$ cat src/rtl/encoder_8x3_pkg.sv
// Shared constants and types for the 8-to-3 priority encoder.
// The sub-module and the top level both import this package.
package encoder_8x3_pkg;

    localparam int NUM_IN = 8;
    localparam int CODE_W = 3;
    // Wide enough to count all eight request lines (0..8)
    localparam int CNT_W  = 4;

    typedef logic [CODE_W-1:0] code_t;
    typedef logic [CNT_W-1:0]  cnt_t;

endpackage : encoder_8x3_pkg

$ cat src/rtl/encoder_8x3_prio_comb.sv
// Combinational core of the encoder.
// Produces the highest-index code (d7 wins), an any-active flag and a multiple-active flag.
module encoder_8x3_prio_comb
    import encoder_8x3_pkg::*;
(
    input  logic [NUM_IN-1:0] d_i,
    output code_t             code_o,
    output logic              any_o,
    output logic              multi_o
);

    cnt_t pop_cnt;

    // The chain is ordered from d7 down to d0, so the highest active line decides the code
    always_comb begin
        code_o = '0;
        if (d_i[7])      code_o = 3'd7;
        else if (d_i[6]) code_o = 3'd6;
        else if (d_i[5]) code_o = 3'd5;
        else if (d_i[4]) code_o = 3'd4;
        else if (d_i[3]) code_o = 3'd3;
        else if (d_i[2]) code_o = 3'd2;
        else if (d_i[1]) code_o = 3'd1;
        else             code_o = 3'd0;
    end

    always_comb begin
        pop_cnt = '0;
        for (int i = 0; i < NUM_IN; i++) begin
            pop_cnt = pop_cnt + {{(CNT_W-1){1'b0}}, d_i[i]};
        end
    end

    assign any_o   = (pop_cnt != '0);
    assign multi_o = (pop_cnt >= cnt_t'(2));

endmodule : encoder_8x3_prio_comb

$ cat src/rtl/encoder_8x3_behavioral_using_if_else.sv
// Registered 8-to-3 priority encoder with valid and multi flags.
// Optionally holds the last valid code while no request line is active.
module encoder_8x3_behavioral_using_if_else
    import encoder_8x3_pkg::*;
#(
    parameter bit HOLD_ON_IDLE = 1'b0
) (
    input  logic clk,
    input  logic rst,
    input  logic d0,
    input  logic d1,
    input  logic d2,
    input  logic d3,
    input  logic d4,
    input  logic d5,
    input  logic d6,
    input  logic d7,
    output logic a0,
    output logic a1,
    output logic a2,
    output logic valid,
    output logic multi
);

    logic [NUM_IN-1:0] d_vec;
    code_t             comb_code;
    logic              comb_any;
    logic              comb_multi;

    code_t code_q, code_d;
    logic  valid_q, valid_d;
    logic  multi_q, multi_d;

    assign d_vec = {d7, d6, d5, d4, d3, d2, d1, d0};

    encoder_8x3_prio_comb u_prio (
        .d_i     (d_vec),
        .code_o  (comb_code),
        .any_o   (comb_any),
        .multi_o (comb_multi)
    );

    always_comb begin
        code_d  = '0;
        valid_d = comb_any;
        multi_d = comb_multi;
        if (comb_any) begin
            code_d = comb_code;
        end else if (HOLD_ON_IDLE) begin
            code_d = code_q;
        end
    end

    always_ff @(posedge clk or posedge rst) begin
        if (rst) begin
            code_q  <= '0;
            valid_q <= 1'b0;
            multi_q <= 1'b0;
        end else begin
            code_q  <= code_d;
            valid_q <= valid_d;
            multi_q <= multi_d;
        end
    end

    assign a0    = code_q[0];
    assign a1    = code_q[1];
    assign a2    = code_q[2];
    assign valid = valid_q;
    assign multi = multi_q;

endmodule : encoder_8x3_behavioral_using_if_else

$ cat config.mk
export PLATFORM = sky130hd
export DESIGN_NAME = encoder_8x3_behavioral_using_if_else
export DESIGN_NICKNAME = d
export VERILOG_FILES = /design/src/rtl/encoder_8x3_pkg.sv /design/src/rtl/encoder_8x3_prio_comb.sv /design/src/rtl/encoder_8x3_behavioral_using_if_else.sv
export SDC_FILE = /design/constraint.sdc
export NUM_CORES = 1
export LEC_CHECK = 0
export CAP_MARGIN = 0
export CELL_PAD_IN_SITES_DETAIL_PLACEMENT = 0
export CELL_PAD_IN_SITES_GLOBAL_PLACEMENT = 1
export CORE_AREA = 2 2 39 41
export DETAILED_ROUTE_END_ITERATION = 10
export DIE_AREA = 0 0 41 43
export GPL_ROUTABILITY_DRIVEN = 0
export PLACE_DENSITY = 0.73
export SLEW_MARGIN = 5
export SYNTH_ARGS = -nofsm -noshare
export SYNTH_HDL_FRONTEND = slang
export SYNTH_HIERARCHICAL = 1
export SYNTH_SLANG_ARGS = --single-unit
$ cat constraint.sdc
create_clock -name clk -period 0.9 [get_ports clk]
set_input_delay 0.135 -clock clk [delete_from_list [all_inputs] [get_ports clk]]
set_output_delay 0.135 -clock clk [all_outputs]
set_load 0.02 [all_outputs]
After elaboration in Yosys (flattened, before gate mapping)
Index checks and enable logic that the tools add are counted.

cells by class
  add/subtract/negate cells = 7
  magnitude comparators = 1
  muxes and demuxes = 8
  reductions and logical operators = 1

operators by type and width
  cell                  count
  $add A4 B1 Y4         6
  $mux W3               7
  $ge A4 B2 Y1 const B  1
  $reduce_bool A4 Y1    1
  $add A1 B1 Y2         1
  $mux W1               1

storage, ports and cells
  bits in registers = 5
  bits of input ports = 10
  output and inout bits = 5
  logic and storage cells = 20

Longest topological paths before layout
  word-level depth = 9
  depth in mapped cells = 12
  depth with buffers taken out = 12

Cells and area by module
The synthesis kept the hierarchy.

by module, submodules not included
  module                                instances  cells each  area each (µm²)  seq. area each (µm²)
  encoder_8x3_prio_comb                 1          32          237.7            0.0
  encoder_8x3_behavioral_using_if_else  1          9           147.6            125.1

Worst setup path after synthesis
Ideal clock, no wire load.

  path type = input-to-reg
  start = in d0
  end = reg code_q[1]
  data arrival time = 2924 ps
  data required time = 781 ps
  slack = -2143 ps
  stages = 12
  path through = inv_1 > fa_1 > fa_1 > fa_1 > inv_1 > ha_1 > inv_1 > fa_1 > nor4bb_1 > a32oi_1 > or2_1 > and2_1

on the way
  cells in the longest elaborated chain, start to end = 9

RTL lines
  what                         RTL line                                    text
  start: declaration           encoder_8x3_behavioral_using_if_else.sv:10  input logic d0,
  $add A1 B1 Y2                encoder_8x3_prio_comb.sv:30                 pop_cnt = pop_cnt + {{(CNT_W-1){1'b0}}, d_i[i]};
  $add A4 B1 Y4 (6 in series)  encoder_8x3_prio_comb.sv:30
  $reduce_bool A4 Y1           encoder_8x3_prio_comb.sv:34                 assign any_o = (pop_cnt != '0);
  via comb_any                 encoder_8x3_behavioral_using_if_else.sv:27  logic comb_any;
  $mux W3                      encoder_8x3_behavioral_using_if_else.sv:47  if (comb_any) begin
  via code_d[1]                encoder_8x3_behavioral_using_if_else.sv:30  code_t code_q, code_d;
  end signal: assignment       encoder_8x3_behavioral_using_if_else.sv:60  code_q <= code_d;
  end: declaration             encoder_8x3_behavioral_using_if_else.sv:30

The timed path passes the listed nets, and every way through them passes these cells.

Final worst setup path
  start = in d1
  end = reg code_q[1]

on the way
  cells in the longest elaborated chain, start to end = 9

RTL lines
  what                         RTL line                                    text
  start: declaration           encoder_8x3_behavioral_using_if_else.sv:11  input logic d1,
  $add A1 B1 Y2                encoder_8x3_prio_comb.sv:30
  $add A4 B1 Y4 (6 in series)  encoder_8x3_prio_comb.sv:30
  $reduce_bool A4 Y1           encoder_8x3_prio_comb.sv:34
  via comb_any                 encoder_8x3_behavioral_using_if_else.sv:27
  $mux W3                      encoder_8x3_behavioral_using_if_else.sv:47
  via code_d[1]                encoder_8x3_behavioral_using_if_else.sv:30

The timed path passes the listed nets, and every way through them passes these cells.

==> qor.yml <==
worst_setup_path:
  critPathMaxFanout: 4
  worstSetupStartpoint: "d1"
  setup.worst_path.end_class: "flop"
  critical_path_required_ps: 1030
  cp-start-kind: "input pin"
  cp.arrival_ps: 3160
  setup.worst_path.class: "input pin to flop"
logic_synthesis:
  yosysUniqueCellTypes: 14
  synth_top_area_cell: "dfrtp_1"
  synth-xor-area-share_pct: 0
  syn_area_um2: 385
  synth_cells: 41
  synth_fa_ha_area_share_pct: 30.5
  synth_seq_cells: 5
  yosys.area_share.simple_pct: 13.3
  yosys-mux-area-fraction_pct: 0
  synthTopCellsByArea: "dfrtp_1 32%, fa_1 21%, inv_1 15%"
  synth_top_family_by_area: "adder cells"
  yosys.area.top_type_share_pct: 32.5
  synth_warnings: 6
  synthesis.nets: 58
  seq_area_frac_synth_pct: 32.5
  synth_area_per_cell_um2: 9.40
  synth-compound-area-share_pct: 9.09
sta:
  rsz0062_at_grt: "true"
  final_hold_viol_count: 0
  hold_slack_ps: 91.8
  drv_slew: 0
  fin_ws_ps: -2130
  max_freq_ghz: 0.330
  slew_headroom_pct: 85.9
  layout_min_cycle_time_ps: 3030
  setup_viol: 5
  max_slew.worst_pin.slew_ps: 211
  fin_crit_sh_pct: 337
global_route:
  antenna_found_initial: 0
  grt_overflow: 0
  grt_start_max_net_pins: 6
  grt_pass1_vias: 359
  grt_first_pass_wirelength_um: 1370
  track_usage_pct: 11.9
finish:
  regArea_um2: 125
  final_cell_mix: "11 x inv_1, 8 x buf_4, 6 x buf_6, 6 x clkdlybuf4s50_1, 5 x dfrtp_1"
  drive_gt1_share_pct: 41.8
  instances_no_fill: 83
  fillers: 146
  design_area_um2: 677
  antennaDiodeCount: 0
  layout.nets: 85
  final_common_cell: "inv_1"
  area_delta_synth_final_pct: 75.6
  multi_input_area_um2: 231
power:
  ir_drop_uv: 724
  leakage_uw: 0.000327
  power_density_nw_per_um2: 1970
clock_network:
  cts_tree: "done"
  numClockSinks: 5
  numCtsBuffers: 3
  clk_pin_slew_worst_paths_ps: 40
  cts_buffer_depth: 2
  ctsRootBufferMaster: "clkbuf_4"
  h-tree-depth: 1
floorplanning:
  dieArea_um2: 1760
  core_um2: 1380
  io_pins: 15
  start_util_pct: 27.8
  dieWidth_um: 41
  fp-row-count: 14
  die_h_um: 43
routing:
  vias_per_cell: 4.19
  dr_wl_met3_um: 48
  dr.pass1.iters: 2
  routed.top_layer: "met4"
  drc: 0
  wl_per_cell_um: 9.49
  wl_met2_um: 442
  wl_met1_um: 281
  drtAntennaViolNets: 0
  vias: 348
  wirelength_um: 788
  drtIter0Drc: 4
run_status:
  violations: "setup timing"
  status: "finished with violations"
run:
  max_cap_violations: 0
place:
  portBuffers: 14
  placed_cell_area_um2: 601
  dp_cells: 77
  hpwl_um: 691
worst_hold_path:
  hp-class: "input pin to asynchronous set/reset pin"
path summary, 6_finish.rpt:
kind                       slack [ps]  cells past startpoint         to
max                             -2130                     13  code_q[1]
min                                90                      2  code_q[1]
max in group asynchronous         640                      2      valid
min in group clk                  320                      4  code_q[1]
cell families (layout without fill, tap and decap cells):
logic type | after synthesis | after routing
and+or+nand+nor | 9 | 9
AOI/OAI and AO/OA | 5 | 5
adders and majority gates | 7 | 7
DFF | 5 | 5
buffers and inverters | 15 | 41
cell type report:
class	instances	share of cell area, %
Multi-Input combinational cell	21	34.2
Timing Repair Buffer	22	30.7
Inverter	15	9.80
Clock buffer	4	3.88
Tap cell	16	2.96
Sequential cell	5	18.5
power breakdown:
| part | leakage, µW | internal, µW | switching, µW | total [µW] |
|---|---|---|---|---|
| sequential | 0.0000515 | 305 | 29.8 | 335 |
| combinational | 0.000260 | 416 | 329 | 745 |
| clock | 0.0000150 | 167 | 87.6 | 255 |
per-stage QoR:
stage	total power [µW]	TNS, ps	util, %	setup WS, ps
3_5_place_dp	973	-14850	43.4	-2920
3_3_place_gp	950	-14460	43.4	-2850
2_1_floorplan	658	-10180	-	-2130
5_1_grt	1440	-10780	48.9	-2240
6_report	1330	-10220	48.9	-2130
4_1_cts	1280	-11060	45.8	-2300
layer usage:
layer	vias to the layer above	global-route usage [%]
met1	159	11.5
met2	12	19.4
met4	0	10.0
met5	-	0
met3	2	3.14
li1	175	-
registers in the layout, indices dropped and copies added, names as in the netlist:
register,cells
valid,1
multi,1
code_q,3
synth_stat cells, drive strengths merged:
master / n
ha: 3
and2: 3
fa: 4
a31o: 1
nor2: 2
o21ai: 2
inv: 15
nand3: 1
dfrtp: 5
o31ai: 1
nor4bb: 1
a32oi: 1
or2: 1
nand2: 1
worst max-delay path: stages:
cell	delay (ps)
buf_6	70
inv_4	30
fa_1	550
fa_1	430
fa_1	430
inv_1	70
ha_2	180
inv_2	40
fa_2	520
nor4bb_4	200
a32oi_2	90
or2_1	250
and2_1	150
what timing repair did:
action                                  CTS  global route
resized for setup                        40            11
buffers inserted                          3             1
endpoints found under the setup margin   10             8
hold buffers                              0             0
pin swaps                                 7             8
hold endpoints to repair                  0             0
Note: power is estimated with default switching activity, not from simulation.
